<file path="src/rtl/mux_arb_nx1.sv">
// mux_arb_nx1: N-to-1 channel multiplexer with a single registered output
// entry. It supports fixed selection on sel, or round-robin arbitration
// from a rotating pointer. One word per cycle is possible when downstream
// accepts.
// Optional feature: define MUX_ARB_STALL_CNT_EN to add a saturating 16-bit
// stall_cnt output that counts cycles where out_valid is high and
// out_ready is low.
module mux_arb_nx1 #(
  parameter  int WIDTH = 32,
  parameter  int N     = 4,
  localparam int SELW  = $clog2(N)
) (
  input  logic               clk,
  input  logic               rst_n,
  input  logic [N*WIDTH-1:0] inp,
  input  logic [N-1:0]       inp_valid,
  output logic [N-1:0]       inp_ready,
  input  logic [SELW-1:0]    sel,
  input  logic               mode,
  output logic [WIDTH-1:0]   out,
  output logic               out_valid,
  input  logic               out_ready,
  output logic [SELW-1:0]    out_src
`ifdef MUX_ARB_STALL_CNT_EN
  ,
  output logic [15:0]        stall_cnt
`endif
);

  // Pad the channel vectors to a power of two. An out-of-range sel can then
  // index them safely; the padded lanes are never granted.
  localparam int PADN = 1 << SELW;
  localparam int PADW = PADN * WIDTH;

  logic [PADN-1:0]  valid_pad;
  logic [PADW-1:0]  inp_pad;
  logic [SELW-1:0]  ptr;
  logic [SELW-1:0]  cand;
  logic             cand_ok;
  logic             can_accept;
  logic             grant;
  logic [WIDTH-1:0] cand_data;

  assign valid_pad  = PADN'(inp_valid);
  assign inp_pad    = PADW'(inp);
  assign can_accept = !out_valid || out_ready;
  assign grant      = cand_ok && can_accept && valid_pad[cand];
  assign cand_data  = inp_pad[cand*WIDTH +: WIDTH];

  // Pick the candidate channel. Fixed mode uses sel as-is. Round-robin
  // mode takes the first valid channel at or after ptr, wrapping at N.
  always_comb begin
    int idx;
    idx     = 0;
    cand    = '0;
    cand_ok = 1'b0;
    if (!mode) begin
      cand    = sel;
      cand_ok = (int'(sel) < N);
    end else begin
      for (int k = 0; k < N; k++) begin
        idx = int'(ptr) + k;
        if (idx >= N) idx = idx - N;
        if (!cand_ok && valid_pad[idx[SELW-1:0]]) begin
          cand_ok = 1'b1;
          cand    = idx[SELW-1:0];
        end
      end
    end
  end

  // Only the candidate channel sees ready. In fixed mode, ready does not
  // depend on that channel's own valid. Ready is forced low during reset.
  always_comb begin
    inp_ready = '0;
    for (int i = 0; i < N; i++)
      inp_ready[i] = rst_n && cand_ok && can_accept && (cand == SELW'(i));
  end

  // Output entry and round-robin pointer. A grant overrides a drain in the
  // same cycle, so out_valid stays high.
  always_ff @(posedge clk or negedge rst_n) begin
    if (!rst_n) begin
      out       <= '0;
      out_src   <= '0;
      out_valid <= 1'b0;
      ptr       <= '0;
    end else begin
      if (grant) begin
        out       <= cand_data;
        out_src   <= cand;
        out_valid <= 1'b1;
        if (mode)
          ptr <= (cand == SELW'(N-1)) ? '0 : cand + SELW'(1);
      end else if (out_valid && out_ready) begin
        out_valid <= 1'b0;
      end
    end
  end

`ifdef MUX_ARB_STALL_CNT_EN
  // Count cycles where downstream blocks the held entry. The count
  // saturates at all-ones.
  always_ff @(posedge clk or negedge rst_n) begin
    if (!rst_n)
      stall_cnt <= '0;
    else if (out_valid && !out_ready && stall_cnt != 16'hFFFF)
      stall_cnt <= stall_cnt + 16'd1;
  end
`endif

endmodule

</file>
<file path="config.mk">
export PLATFORM = sky130hd
export DESIGN_NAME = mux_arb_nx1
export DESIGN_NICKNAME = d
export VERILOG_FILES = /design/src/rtl/mux_arb_nx1.sv
export SDC_FILE = /design/constraint.sdc
export NUM_CORES = 1
export LEC_CHECK = 0
export CORE_MARGIN = 5
export CORE_UTILIZATION = 42
export CTS_CLUSTER_DIAMETER = 120
export DETAILED_ROUTE_END_ITERATION = 10
export PLACE_DENSITY_LB_ADDON = 0.25
export SLEW_MARGIN = 5
export SYNTH_ARGS = -nofsm -noshare
export SYNTH_HDL_FRONTEND = slang
export SYNTH_SLANG_ARGS = --single-unit
</file>
<file path="constraint.sdc">
create_clock -name clk -period 4.7 [get_ports clk]
set_input_delay 0.47 -clock clk [delete_from_list [all_inputs] [get_ports clk]]
set_output_delay 0.47 -clock clk [all_outputs]
set_load 0.1 [all_outputs]
</file>
# --- After elaboration in Yosys (flattened, before gate mapping) ---
# Index checks and enable logic that the tools add are counted.
# Widths: inputs -> output; s select.
word_totals:
  ff_bits: 37
  word_cells: 79
classes:
  n_addsub: 8
  magnitude_cmp: 9
  eq_ne: 3
  shifts: 1
  n_mux: 34
  n_reduce_logical: 20
ops:
  columns: ["operator", "count"]
  rows:
  - ["$shiftx 128x8->32", 1]
  - ["$mux 2", 14]
  - ["$lt 2x3->1 const B", 5]
  - ["$mux 1", 15]
  - ["$logic_and 1x1->1", 12]
  - ["$bmux 1 s2", 5]
  - ["$ge 3x3->1 const B", 3]
  - ["$sub 2x1->2 const B", 4]
  - ["$add 2x2->3 const B", 2]
  - ["$eq 2x2->1 const B", 2]
  - ["$logic_not 1->1", 4]
  - ["$add 2x1->3 const B", 1]
  - ["$ge 2x3->1 const B", 1]
  - ["$add 2x1->2 const B", 1]
  - ["$eq 2x1->1 const B", 1]
  - ["$logic_not 2->1", 1]
  - ["$reduce_and 2->1", 1]
  - ["$reduce_bool 2->1", 1]
  - ["$logic_or 1x1->1", 1]

# --- Longest topological paths before layout ---
depth:
  ltp_word: 23
  depth_mapped: 10
  mapped_depth_nobuf: 7

# --- Worst setup path after synthesis ---
# OpenSTA, ideal clock, no wires.
synth_path:
  kind: "input -> output"
  startpoint: "in mode"
  endpoint: "out inp_ready[3]"
  t_arrival_ns: 2.487
  required_ns: 4.230
  setup_slack_ns: 1.743
  cell_stages: 7
  n_path_buf: 3
  path_cell_list: "buf_2 o21ai_0 o32ai_4 buf_4 buf_2 ha_1 and3_1"
synth_via:
  elab_cells_between_ends: 6
  cone_classes: "eq/ne (1); mux (2); reduce/logical (3)"
synth_rtl:
  columns: ["element", "line", "rtl"]
  rows:
  - ["start, declared", "19", "input logic mode,"]
  - ["$mux 2", "57", "if (!mode) begin"]
  - ["named net cand[1]", "38", "logic [SELW-1:0] cand;"]
  - ["$eq 2x2->1", "77", "inp_ready[i] = rst_n && cand_ok && can_accept && (cand == SELW'(i));"]
  - ["$logic_and 1x1->1", "77", null]
  - ["end, declared", "17", "output logic [N-1:0] inp_ready,"]
# The timed path passes the listed nets, and every way through them passes these cells.

# --- Worst setup path after layout ---
layout_path:
  startpoint: "in mode"
  endpoint: "out inp_ready[3]"
layout_via:
  elab_chain_len: 4
  elab_cells_between_ends: 6
  cone_classes: "eq/ne (1); mux (2); reduce/logical (3)"
layout_lines:
  columns: ["element", "line"]
  rows:
  - ["$mux 1", "57"]
  - ["$logic_and 1x1->1 (2 in series)", "77"]
  - ["$logic_and 1x1->1 (*)", "77"]
# Mark *: on every way between the ends. The rest lies on a longest branch, timed or not.

==> results.ini <==
[status]
status=complete, no violations

[power]
p_sw_share_pct=59.9
clockPowerShare_pct=8.0
peakVddDrop_uv=333
power_mw=3.01
comb_power_share_pct=72.9
power.density_nw_per_um2=621
power.switching_mw=1.80
seqPwrFrac_pct=19.1
leakage_nw=1.99
intPower_mw=1.21

[sta]
setup_slack_ps=1320
clock-skew-final_ps=6.36
period_minus_slack_ps=3380
fin_tns_setup_ps=0
rsz0062_at_grt=no
holdWs_ps=289
finalCritPeriodShare_pct=71.9
slew_headroom_pct=21.4
final-setup-viol-count=0
drv_slew=0
finalHoldViolations=0
max_freq_ghz=0.296
tightest_slew_ps=1170

[critical_path]
cp-startpoint=mode
reg2reg_to=out_src[0]
reg2reg_from=ptr[0]
worstRegToRegCells=7
path_max_fanout=32
crit_path_end=inp_ready[3]
worst-path-buf-inv=3
path_cells=clkdlybuf4s50_1, o21ai_0, o32ai_4, buf_4, ha_1, and3_1, buf_4
rrSetupSlack_ps=1820
crit_type=in2out
crit_family=buffers and inverters
cp.arrival_ps=2910
slowest_stage=clkdlybuf4s50_1
endpoint_kind=output port
path_depth=7
crit_required_ps=4230
crit_top_cell=buf_4
worstSetupStartpointType=primary input
crit_path_max_incr_delay_ps=760

[flow_run]
max_cap_viol_count=0

[clocking]
clock_latency_ps=280
cts_root_buffer=clkbuf_8
cts-resized-gates=0
cts_tree=yes
ctsHoldBuffers=0
clock-sinks=37
cts_setup_buffers=0
clk_pin_slew_ps=70
h-tree-depth=2
numCtsBuffers=5
clock_path_buffers=2

[layout]
antenna_cells=0
register_area_um2=926
multi_input_area_um2=1760
fillers=597
area_growth_pct=59.9
nets=651
drive_gt1_share_pct=6.47

[routing]
ant_nets=0
drc_errors=0
routed.top_layer=met4
wl_met1_um=3960
wl_um=10100
wl_met2_um=4980
drt-wirelength-per-cell_um=16.6
first_iter_violations=168
drtPass1Iterations=5
routed-wl-met3_um=895
via_per_inst=5.58
vias=3401

[placement]
gp_congestion=0.880
hpwl_um=7350
io_buffers=176
preCtsSetupSlack_ps=1210

[hold_path]
hp-class=in2async

[yosys]
synth_cell_types=38
synth.most_common_cell=o21ai_0
async_reset_ff_share_pct=100
post-synth-top-area-fraction_pct=30.6
synth_area_um2=3030
ys_top_cells_by_count=o21ai_0 (68), dfrtp_1 (37), inv_1 (36)
netlist_instances=361
ys_seq_area_share_pct=30.6
ys_ff_latch=37
ys.flop_type=dfrtp_1
synth_edf_count=0
synth_top_area_cell=dfrtp_1
yosys_warnings=0
syn_nets=503
syn_area_per_cell_um2=8.39
synth.area.top_cells=dfrtp_1 (31%), mux2i_1 (12%), o21ai_0 (11%), a32o_1 (11%), a31oi_1 (6.6%)

[global_route]
grt_pass1_wl_um=16300
grt_overflow=0
grt_max_degree=65
grt_pass1_vias=3453
grt.total_usage_pct=22.5
antenna_found_initial=0

[floorplan]
core.rowCount=31
fp.dieH_um=94.9
design.die.area_um2=9010
die_w_um=94.9
core_area_um2=7140
start_util_pct=42.4
io_pins=177

[cells by family (layout without fill, tap and decap cells)]
| kind of cell | after synthesis | after routing | share of synthesized area (%) |
|---|---|---|---|
| DFF | 37 | 37 | 30.6 |
| and+or+nand+nor | 55 | 55 | 9.71 |
| muxes | 36 | 36 | 11.9 |
| buffers and inverters | 78 | 227 | 11.9 |
| adders and majority gates | 4 | 4 | 1.65 |
| AOI/OAI and AO/OA | 151 | 151 | 34.2 |
[registers in the layout, indices dropped and copies added (netlist names)]
| register | flops |
|---|---|
| out_valid | 1 |
| out | 32 |
| out_src | 2 |
| ptr | 2 |
[through the flow]
stage               utilization, %  std cells  cell area (µm²)
floorplan                        -        361             3030
global route                  67.8        609             4840
finish                        67.8        609             4840
CTS                           67.8        609             4840
global placement              66.4        601             4740
detailed placement            66.4        601             4740
[worst min path at each step]
stage	slack, ps	endpoint	start
final	290	ptr[0]	rst_n
after global routing	380	out[11]	rst_n
after CTS	310	ptr[0]	rst_n
after detailed placement	500	out_src[0]	out_src[0]
after global placement	490	out_src[0]	out_src[0]
after floorplan	170	out[0]	rst_n
[power groups by stage]
stage	sequential (mW)	clock (mW)	combinational (mW)
after floorplan	1.67	0	0.548
after global placement	0.569	0	2.18
after detailed placement	0.575	0	2.20
after CTS	0.573	0.252	2.20
after global routing	0.597	0.265	2.30
final	0.573	0.241	2.19
[per-layer routing]
layer,up-vias,track usage [%]
met2,157,38.7
met5,-,0
met4,0,7.33
li1,1647,-
met3,20,6.85
met1,1577,26.7
[area by class of cell]
class	count	share of cell area [%]
clock buffer	7	1.99
clock inverter	1	0.103
inverter	38	2.95
multi-input combinational	246	36.4
sequential	37	19.1
tap	99	2.56
timing repair buffer	181	36.9
[cell usage in the layout (no fill, tap or decap), types with 5 or more instances in the layout]
master           count
dfrtp_1             37
o21ai_0             68
a31oi_1             32
nand3_1             32
nand2_1              6
inv_1               36
mux2i_1             35
clkdlybuf4s50_1    171
a32o_1              32
clkbuf_8             7
a21oi_1              5
buf_4                9
(Power assumes the default switching activity.)
